**config.mk**
```make
export PLATFORM = sky130hd
export DESIGN_NAME = cmn_stream_demux
export DESIGN_NICKNAME = d
export VERILOG_FILES = /design/src/rtl/cmn_stream_demux.sv
export SDC_FILE = /design/constraint.sdc
export NUM_CORES = 1
export LEC_CHECK = 0
export CAP_MARGIN = 10
export CORE_ASPECT_RATIO = 0.9
export CORE_MARGIN = 2
export CORE_UTILIZATION = 52
export CTS_CLUSTER_DIAMETER = 30
export DETAILED_ROUTE_END_ITERATION = 6
export GPL_ROUTABILITY_DRIVEN = 0
export PLACE_DENSITY = 0.79
export SYNTH_ARGS = -nofsm -noshare
export SYNTH_HDL_FRONTEND = slang
export SYNTH_SLANG_ARGS = --single-unit
```
**constraint.sdc**
```tcl
create_clock -name clk -period 6.7 [get_ports clk]
set_input_delay 1.005 -clock clk [delete_from_list [all_inputs] [get_ports clk]]
set_output_delay 1.005 -clock clk [all_outputs]
set_load 0.03 [all_outputs]
```
**src/rtl/cmn_stream_demux.sv**
```systemverilog
// Valid/ready 1-to-N packet router with a two-entry output buffer and registered outputs.
// Optional build macro CMN_STREAM_DEMUX_STATS_EN enables the saturating dropped-beat counter.
module cmn_stream_demux #(
    parameter int p_nbits  = 32,
    parameter int p_nports = 4
) (
    input  logic                clk,
    input  logic                reset,
    input  logic                in_val,
    output logic                in_rdy,
    input  logic [p_nbits-1:0]  in_msg,
    input  logic [2:0]          in_sel,
    input  logic                in_last,
    output logic [p_nports-1:0] out_val,
    input  logic [p_nports-1:0] out_rdy,
    output logic [p_nbits-1:0]  out_msg,
    output logic                out_last,
    output logic                drop,
    output logic [15:0]         drop_count
);

    localparam logic [3:0] NPORTS_C = 4'(p_nports);

    typedef enum logic [0:0] {
        ST_HEAD = 1'b0,
        ST_BODY = 1'b1
    } state_t;

    state_t               state_r;
    state_t               state_nxt_s;
    logic [2:0]           dest_r;
    logic                 drop_pkt_r;

    logic [2:0]           beat_dest_s;
    logic                 beat_drop_s;
    logic                 accept_s;
    logic                 enq_s;
    logic                 deq_s;

    logic [p_nbits-1:0]   msg_mem_r  [2];
    logic                 last_mem_r [2];
    logic [2:0]           dest_mem_r [2];
    logic                 wr_ptr_r;
    logic                 rd_ptr_r;
    logic [1:0]           count_r;

    logic                 wr_ptr_s;
    logic                 rd_ptr_s;
    logic [1:0]           count_s;
    logic [p_nbits-1:0]   head_msg_s;
    logic                 head_last_s;
    logic [2:0]           head_dest_s;
    logic [p_nports-1:0]  out_val_s;

    logic                 in_rdy_r;
    logic [p_nports-1:0]  out_val_r;
    logic [p_nbits-1:0]   out_msg_r;
    logic                 out_last_r;
    logic                 drop_r;

    assign accept_s = in_val && in_rdy_r;
    assign enq_s    = accept_s && !beat_drop_s;
    assign deq_s    = |(out_val_r & out_rdy);

    // Packet framing state register.
    always_ff @(posedge clk) begin
        if (reset) begin
            state_r <= ST_HEAD;
        end else begin
            state_r <= state_nxt_s;
        end
    end

    // Framing next state: every accepted beat's last flag decides whether a packet is open.
    always_comb begin
        state_nxt_s = state_r;
        case (state_r)
            ST_HEAD: begin
                if (accept_s && !in_last) begin
                    state_nxt_s = ST_BODY;
                end else begin
                    state_nxt_s = ST_HEAD;
                end
            end
            ST_BODY: begin
                if (accept_s && in_last) begin
                    state_nxt_s = ST_HEAD;
                end else begin
                    state_nxt_s = ST_BODY;
                end
            end
            default: state_nxt_s = ST_HEAD;
        endcase
    end

    // Per-beat routing decision: head beats use in_sel live, body beats reuse the latched choice.
    always_comb begin
        beat_dest_s = dest_r;
        beat_drop_s = drop_pkt_r;
        case (state_r)
            ST_HEAD: begin
                beat_dest_s = in_sel;
                beat_drop_s = ({1'b0, in_sel} >= NPORTS_C);
            end
            ST_BODY: begin
                beat_dest_s = dest_r;
                beat_drop_s = drop_pkt_r;
            end
            default: begin
                beat_dest_s = 3'd0;
                beat_drop_s = 1'b0;
            end
        endcase
    end

    // Latch destination and drop decision on each accepted head beat.
    always_ff @(posedge clk) begin
        if (reset) begin
            dest_r     <= 3'd0;
            drop_pkt_r <= 1'b0;
        end else if (accept_s && (state_r == ST_HEAD)) begin
            dest_r     <= in_sel;
            drop_pkt_r <= beat_drop_s;
        end else begin
            dest_r     <= dest_r;
            drop_pkt_r <= drop_pkt_r;
        end
    end

    // Buffer storage writes.
    always_ff @(posedge clk) begin
        if (reset) begin
            for (int i = 0; i < 2; i++) begin
                msg_mem_r[i]  <= '0;
                last_mem_r[i] <= 1'b0;
                dest_mem_r[i] <= 3'd0;
            end
        end else if (enq_s) begin
            msg_mem_r[wr_ptr_r]  <= in_msg;
            last_mem_r[wr_ptr_r] <= in_last;
            dest_mem_r[wr_ptr_r] <= beat_dest_s;
        end else begin
            msg_mem_r[wr_ptr_r]  <= msg_mem_r[wr_ptr_r];
            last_mem_r[wr_ptr_r] <= last_mem_r[wr_ptr_r];
            dest_mem_r[wr_ptr_r] <= dest_mem_r[wr_ptr_r];
        end
    end

    // Post-update buffer view; an entry written this cycle bypasses storage so outputs can register it.
    always_comb begin
        wr_ptr_s    = wr_ptr_r ^ enq_s;
        rd_ptr_s    = rd_ptr_r ^ deq_s;
        count_s     = count_r + {1'b0, enq_s} - {1'b0, deq_s};
        head_msg_s  = msg_mem_r[rd_ptr_s];
        head_last_s = last_mem_r[rd_ptr_s];
        head_dest_s = dest_mem_r[rd_ptr_s];
        if (enq_s && (wr_ptr_r == rd_ptr_s)) begin
            head_msg_s  = in_msg;
            head_last_s = in_last;
            head_dest_s = beat_dest_s;
        end else begin
            head_msg_s  = msg_mem_r[rd_ptr_s];
            head_last_s = last_mem_r[rd_ptr_s];
            head_dest_s = dest_mem_r[rd_ptr_s];
        end
    end

    // One-hot valid for the next head entry.
    always_comb begin
        out_val_s = '0;
        if (count_s != 2'd0) begin
            for (int k = 0; k < p_nports; k++) begin
                out_val_s[k] = (head_dest_s == 3'(k));
            end
        end else begin
            out_val_s = '0;
        end
    end

    // Buffer pointers and occupancy.
    always_ff @(posedge clk) begin
        if (reset) begin
            wr_ptr_r <= 1'b0;
            rd_ptr_r <= 1'b0;
            count_r  <= 2'd0;
        end else begin
            wr_ptr_r <= wr_ptr_s;
            rd_ptr_r <= rd_ptr_s;
            count_r  <= count_s;
        end
    end

    // Registered output stage; payload holds its last value while the buffer is empty.
    always_ff @(posedge clk) begin
        if (reset) begin
            in_rdy_r   <= 1'b1;
            out_val_r  <= '0;
            out_msg_r  <= '0;
            out_last_r <= 1'b0;
            drop_r     <= 1'b0;
        end else begin
            in_rdy_r  <= (count_s != 2'd2);
            out_val_r <= out_val_s;
            drop_r    <= accept_s && beat_drop_s;
            if (count_s != 2'd0) begin
                out_msg_r  <= head_msg_s;
                out_last_r <= head_last_s;
            end else begin
                out_msg_r  <= out_msg_r;
                out_last_r <= out_last_r;
            end
        end
    end

    assign in_rdy   = in_rdy_r;
    assign out_val  = out_val_r;
    assign out_msg  = out_msg_r;
    assign out_last = out_last_r;
    assign drop     = drop_r;

`ifdef CMN_STREAM_DEMUX_STATS_EN
    logic [15:0] drop_count_r;

    // Saturating dropped-beat counter, cleared only by reset.
    always_ff @(posedge clk) begin
        if (reset) begin
            drop_count_r <= 16'd0;
        end else if (accept_s && beat_drop_s && (drop_count_r != 16'hFFFF)) begin
            drop_count_r <= drop_count_r + 16'd1;
        end else begin
            drop_count_r <= drop_count_r;
        end
    end

    assign drop_count = drop_count_r;
`else
    assign drop_count = 16'd0;
`endif

endmodule

```
==> flow_metrics.env, run 1 <==
export IMPL_rsz0062_at_grt="false"
export IMPL_yosysSeqAreaShare_pct=58.2
export IMPL_fp_dieH_um=100
export IMPL_hold_viol_final=0
export IMPL_multiInputGateArea_mm2=0.00202
export IMPL_viasPerCell=5.74
export IMPL_synth_simple_gate_area_share_pct=16.9
export IMPL_ys_top_cells_by_area="edfxtp_1 (40%), dfxtp_1 (18%), mux2i_1 (6.9%)"
export IMPL_remaining_drc_errors=1
export IMPL_setup_tns_ps=0
export IMPL_io_buffer_count=81
export IMPL_crit_chain="clkdlybuf4s50_1, nor3_4, buf_4, inv_2, o21ai_4, o221ai_1"
export IMPL_muxShareOfSynthArea_pct=7.19
export IMPL_use_met3_pct=7.79
export IMPL_synth_top_area_share_pct=40.3
export IMPL_h_tree_depth=4
export IMPL_failed_checks="DRC"
export IMPL_numCtsBuffers=17
export IMPL_synth_area_mm2=0.00536
export IMPL_clock_sinks=120
export IMPL_worstSkewPairLatency_ps=420
export IMPL_grt_max_degree=70
export IMPL_critPathLaunchType="input pin"
export IMPL_synth_area_per_cell_um2=11.5
export IMPL_cts_tree="built"
export IMPL_rows=35
export IMPL_fin_crit_sh_pct=54.4
export IMPL_grt_first_pass_wirelength_um=19000
export IMPL_busiest_layer="met2"
export IMPL_met2_usage_pct=37.8
export IMPL_slowest_stage="o21ai_4"
export IMPL_cts_setup_buffers=0
export IMPL_clock_path_buffers=2
export IMPL_setup_viol=0
export IMPL_hold_class="register to register"
export IMPL_dpl_hpwl_um=7190
export IMPL_core_mm2=0.0102
export IMPL_synth_compound_area_share_pct=9.89
export IMPL_skew_ps=9.77
export IMPL_yosys_warnings=0
export IMPL_die_x_um=111
export IMPL_most_common_layout_cells="clkdlybuf4s50_1 (81), nand2_1 (73), edfxtp_1 (72)"
export IMPL_max_slew_worst_pin_slew_ps=1140
export IMPL_crit_path_end_kind="register"
export IMPL_fin_util_pct=66.9
export IMPL_fin_crit_ps=3650
export IMPL_grt_use_total_pct=22.2
export IMPL_grt_ovfl_total=0
export IMPL_yosysTopAreaCell="edfxtp_1"
export IMPL_wl_per_cell_um=17.8
export IMPL_arrival_ps=3880
export IMPL_synth_cells=466
export IMPL_post_cts_resized=0
export IMPL_ff_latch_area_mm2=0.00312
export IMPL_synth_fa_ha_area_share_pct=0.467
export IMPL_critPathMaxFanout=69
export IMPL_gr_usage_met1_pct=26.4
export IMPL_maxSlewViolCount=0
export IMPL_synthArstFlopShare_pct=0
export IMPL_leakagePower_nw=2.57
export IMPL_status="finished with violations"
export IMPL_synth_top_family_by_area="simple AND/OR/NAND/NOR gates"
export IMPL_max_stage_delay_ps=820
export IMPL_fin_nets=583
export IMPL_grt_pass1_vias=3853
export IMPL_ant_nets=0
export IMPL_critical_path_class="input pin to register"
export IMPL_synth_edff_count=72
export IMPL_die_area_mm2=0.0111
export IMPL_wl_um=12100
export IMPL_slew_headroom_pct=23.8
export IMPL_power_density_mw_per_mm2=438
export IMPL_vias=3901
export IMPL_ys_flop_type="edfxtp_1"
export IMPL_antenna_cells=0
export IMPL_cts_hold_buf=0
export IMPL_drtIter0Drc=318
export IMPL_reg2reg_setup_slack_ps=3520
export IMPL_timing_fmax_mhz=274
export IMPL_drt_pass1_iter_count=7
export IMPL_required_ps=6930
export IMPL_area_delta_synth_final_pct=26.8
export IMPL_fill_cells=783
export IMPL_drive_gt1_share_pct=9.07
export IMPL_ys_ff_latch=120
export IMPL_antenna_found_initial=1
export IMPL_cts_reportedPaths_clkPinSlew_ps=60
export IMPL_synthXorXnorAreaFrac_pct=1.56
export IMPL_start_util_pct=52.8
export IMPL_final_common_cell="clkdlybuf4s50_1"
export IMPL_maxCapViolCount=0
export IMPL_ios=98
export IMPL_synth_cell_type_count=44
export IMPL_cts_root_buf="clkbuf_16"
export IMPL_irDropWorstVdd_mv=0.333
[worst max-delay path: cells and delay by family]
kind	cells	cell delay [ps]
AOI/OAI and AO/OA	2	1080
buffers and inverters	3	1470
and+or+nand+nor	1	300
[kinds of logic after synthesis]
| kind of cell | count (synthesis) |
|---|---|
| AO/OA/AOI/OAI | 65 |
| other | 1 |
| flip-flops | 120 |
| buffers and inverters | 55 |
| multiplexers | 38 |
| AND/OR/NAND/NOR | 178 |
| adder cells (fa/ha/maj) | 2 |
| XOR/XNOR | 7 |
[final timing paths]
check	from	to	cells after the start
hold / removal	out_msg[15]$_SDFFE_PP0P_	out_msg[15]$_SDFFE_PP0P_	2
setup reg to reg	register	out_msg[13]$_SDFFE_PP0P_	6
setup / recovery	reset	out_msg[13]$_SDFFE_PP0P_	6
hold reg to reg	out_msg[15]$_SDFFE_PP0P_	out_msg[15]$_SDFFE_PP0P_	2
[routing by layer]
| metal | up-vias | share of wire [%] | routed length [um] |
|---|---|---|---|
| met5 | - | 0.11 | 13 |
| met4 | 2 | 1.9 | 235 |
| met3 | 23 | 7.2 | 874 |
| met2 | 179 | 50 | 6010 |
| met1 | 1881 | 41 | 4950 |
| li1 | 1816 | - | - |
[registers in the layout, summed over array words and instances, names as in the netlist, named ones only]
signal      cells
count_r         2
dest_mem_r      6
dest_r          3
drop            1
drop_pkt_r      1
in_rdy          1
last_mem_r      2
msg_mem_r      64
out_last        1
out_msg        32
out_val         4
rd_ptr_r        1
wr_ptr_r        1
[cells in the mapped netlist (2+ instances only)]
cell       n
a22oi_1    2
a221oi_1   6
clkbuf_1  15
buf_2      9
buf_4     22
nor3_1     2
nor2_1    19
ha_1       2
xor2_1     2
nor4b_1    2
inv_1      6
xnor2_1    2
dfxtp_1   48
and2_1    34
edfxtp_1  72
nand2_1   73
xnor2_2    2
o221ai_1  34
and3_1    33
o21a_1     3
mux2i_1   37
o21ai_0    4
a21oi_1    6
nand2b_1   2
a32oi_1    5
nor2b_1    5
clkbuf_2   2
[stage by stage]
step	setup WS [ps]	total power [mW]	hold slack [ps]	cells	area [um2]
floorplan	3150	1.73	453	481	5420
global placement	2730	2.00	446	648	6180
detailed placement	2690	2.04	447	648	6180
CTS	3090	2.98	467	680	6800
global route	2880	3.10	495	680	6800
finish	3050	2.98	466	680	6800
[area by class of cell]
class / instances / area share (%)
clock buffer: 17 / 6.26
multi-input combinational: 306 / 29.8
inverter: 7 / 0.386
tap: 129 / 2.37
timing repair buffer: 86 / 12.5
clock inverter: 15 / 2.82
sequential: 120 / 45.9
[power breakdown]
group / internal, mW / total, mW / switching, mW
Sequential: 0.903 / 0.971 / 0.0687
Combinational: 0.401 / 1.06 / 0.660
Clock: 0.593 / 0.944 / 0.352
Total: 1.90 / 2.98 / 1.08
Power figures use the tool's default switching activity.
==> run 2, diff against run 1 <==
clock period = 3.45 ns   (was 6.7 ns; I/O delays follow)
==> run 2 against run 1 <==
The run now ends clean. Clock skew increased by 1.1 ps. Power grew 93%. Count of clock-buffer cells in the layout grew 5. Clock power is 88% higher. Routed wire length up 0.94%.
==> flow_metrics.env, run 2 (synthesis results as in run 1) <==
export IMPL_io_buffer_count=81
export IMPL_maxSlewViolCount=0
export IMPL_ff_latch_area_mm2=0.00312
export IMPL_cts_root_buf="clkbuf_16"
export IMPL_p_int_mw=3.71
export IMPL_worstSkewPairLatency_ps=410
export IMPL_fin_crit_ps=2770
export IMPL_viasPerCell=5.70
export IMPL_cp_buffers_inverters=2
export IMPL_wl_um=12200
export IMPL_setup_viol=0
export IMPL_power_density_mw_per_mm2=841
export IMPL_cts_hold_buf=0
export IMPL_slew_headroom_pct=32.8
export IMPL_critPathLaunchType="register"
export IMPL_status="completed"
export IMPL_core_mm2=0.0102
export IMPL_grt_ovfl_total=0
export IMPL_die_area_mm2=0.0111
export IMPL_drt_pass1_iter_count=4
export IMPL_timing_fmax_mhz=361
export IMPL_die_x_um=111
export IMPL_antenna_cells=0
export IMPL_cts_setup_buffers=0
export IMPL_ios=98
export IMPL_most_common_layout_cells="clkdlybuf4s50_1 (81), nand2_1 (73), edfxtp_1 (72)"
export IMPL_antenna_found_initial=0
export IMPL_hold_viol_final=0
export IMPL_whs_ps=460
export IMPL_final_common_cell="clkdlybuf4s50_1"
export IMPL_fin_crit_sh_pct=80.3
export IMPL_combPwrFrac_pct=36.5
export IMPL_h_tree_depth=4
export IMPL_required_ps=3690
export IMPL_p_switching_mw=2.05
export IMPL_pwr_share_clk_pct=30.8
export IMPL_grt_first_pass_wirelength_um=19700
export IMPL_crit_path_end_kind="register"
export IMPL_fin_nets=590
export IMPL_cts_reportedPaths_clkPinSlew_ps=60
export IMPL_critPathMaxFanout=33
export IMPL_rsz0062_at_grt="false"
export IMPL_largest_register="msg_mem_r"
export IMPL_remaining_drc_errors=0
export IMPL_setup_tns_ps=0
export IMPL_dpl_hpwl_um=7290
export IMPL_vias=3918
export IMPL_hold_class="register to register"
export IMPL_swShare_pct=35.6
export IMPL_max_slew_worst_pin_slew_ps=1000
export IMPL_drtIter0Drc=281
export IMPL_skew_ps=10.9
export IMPL_largest_register_ffs=64
export IMPL_drive_gt1_share_pct=9.86
export IMPL_cts_tree="built"
export IMPL_critical_path_class="register to register"
export IMPL_fp_dieH_um=100
export IMPL_post_cts_resized=0
export IMPL_start_util_pct=52.8
export IMPL_fill_cells=739
export IMPL_slowest_stage="dfxtp_1"
export IMPL_clock_path_buffers=2
export IMPL_crit_chain="mux2i_1, nand3_1, inv_1, ha_1, xnor2_1, a21oi_2, nand2_1, buf_4, o221ai_1"
export IMPL_numCtsBuffers=17
export IMPL_area_delta_synth_final_pct=27.7
export IMPL_grt_pass1_vias=3935
export IMPL_arrival_ps=3010
export IMPL_grt_use_total_pct=22.7
export IMPL_seq_power_share_pct=32.8
export IMPL_maxCapViolCount=0
export IMPL_cp_top_family="flip-flops"
export IMPL_p_total_mw=5.76
export IMPL_wl_per_cell_um=17.8
export IMPL_multiInputGateArea_mm2=0.00202
export IMPL_leakagePower_nw=2.60
export IMPL_rows=35
export IMPL_clock_sinks=120
export IMPL_max_stage_delay_ps=650
export IMPL_ant_nets=0
export IMPL_irDropWorstVdd_mv=0.496
export IMPL_grt_max_degree=68
run 2: changes by cell type in the layout (fill, tap and decap cells not counted), moves of 2 or more:
cell / previous run / this run
clkbuf_1: 0 / 2
inv_6: 4 / 0
clkbuf_8: 0 / 2
inv_4: 0 / 2
buf_4: 5 / 11
run 2: path summary, 6_finish.rpt:
kind | endpoint | startpoint | cells after the start | slack (ps)
max reg2reg | out_msg[2]$_SDFFE_PP0P_ | register | 9 | 680
max | out_msg[2]$_SDFFE_PP0P_ | register | 9 | 680
min | out_msg[1]$_SDFFE_PP0P_ | out_msg[1]$_SDFFE_PP0P_ | 2 | 460
min reg2reg | out_msg[1]$_SDFFE_PP0P_ | out_msg[1]$_SDFFE_PP0P_ | 2 | 460
run 2: area by class of cell:
| cell class | count | share of cell area (%) |
|---|---|---|
| Multi-Input combinational cell | 306 | 29.5 |
| Tap cell | 129 | 2.36 |
| Clock inverter | 10 | 1.70 |
| Sequential cell | 120 | 45.6 |
| Clock buffer | 22 | 7.09 |
| Inverter | 7 | 0.384 |
| Timing Repair Buffer | 93 | 13.3 |
run 2: per-stage QoR:
stage / worst slack [ps] / std cells / util, % / area, um2
2_1_floorplan: 391 / 481 / - / 5420
3_3_place_gp: 481 / 655 / 61.5 / 6250
3_5_place_dp: 295 / 655 / 61.5 / 6250
4_1_cts: 688 / 687 / 67.4 / 6850
5_1_grt: 466 / 687 / 67.4 / 6850
6_report: 681 / 687 / 67.4 / 6850
run 2: layer usage:
| layer | vias up | GRT usage (%) | share of wire (%) |
|---|---|---|---|
| met4 | 0 | 9.40 | 1.5 |
| met3 | 18 | 6.82 | 6.8 |
| li1 | 1832 | - | - |
| met5 | - | 0 | 0 |
| met1 | 1909 | 27.6 | 41 |
| met2 | 159 | 38.4 | 50 |
run 2: power groups by stage:
stage / Sequential (mW) / Clock, mW / Combinational (mW)
finish: 1.89 / 1.77 / 2.10
global route: 1.91 / 1.86 / 2.24
CTS: 1.89 / 1.79 / 2.10
detailed placement: 1.91 / 0 / 2.09
global placement: 1.90 / 0 / 2.02
floorplan: 2.05 / 0 / 1.31
run 2: worst min-delay path, cell delays in order, from the launching register on:
cell and delay [ps]:
dfxtp_1 320, nand2_1 50, o221ai_1 60
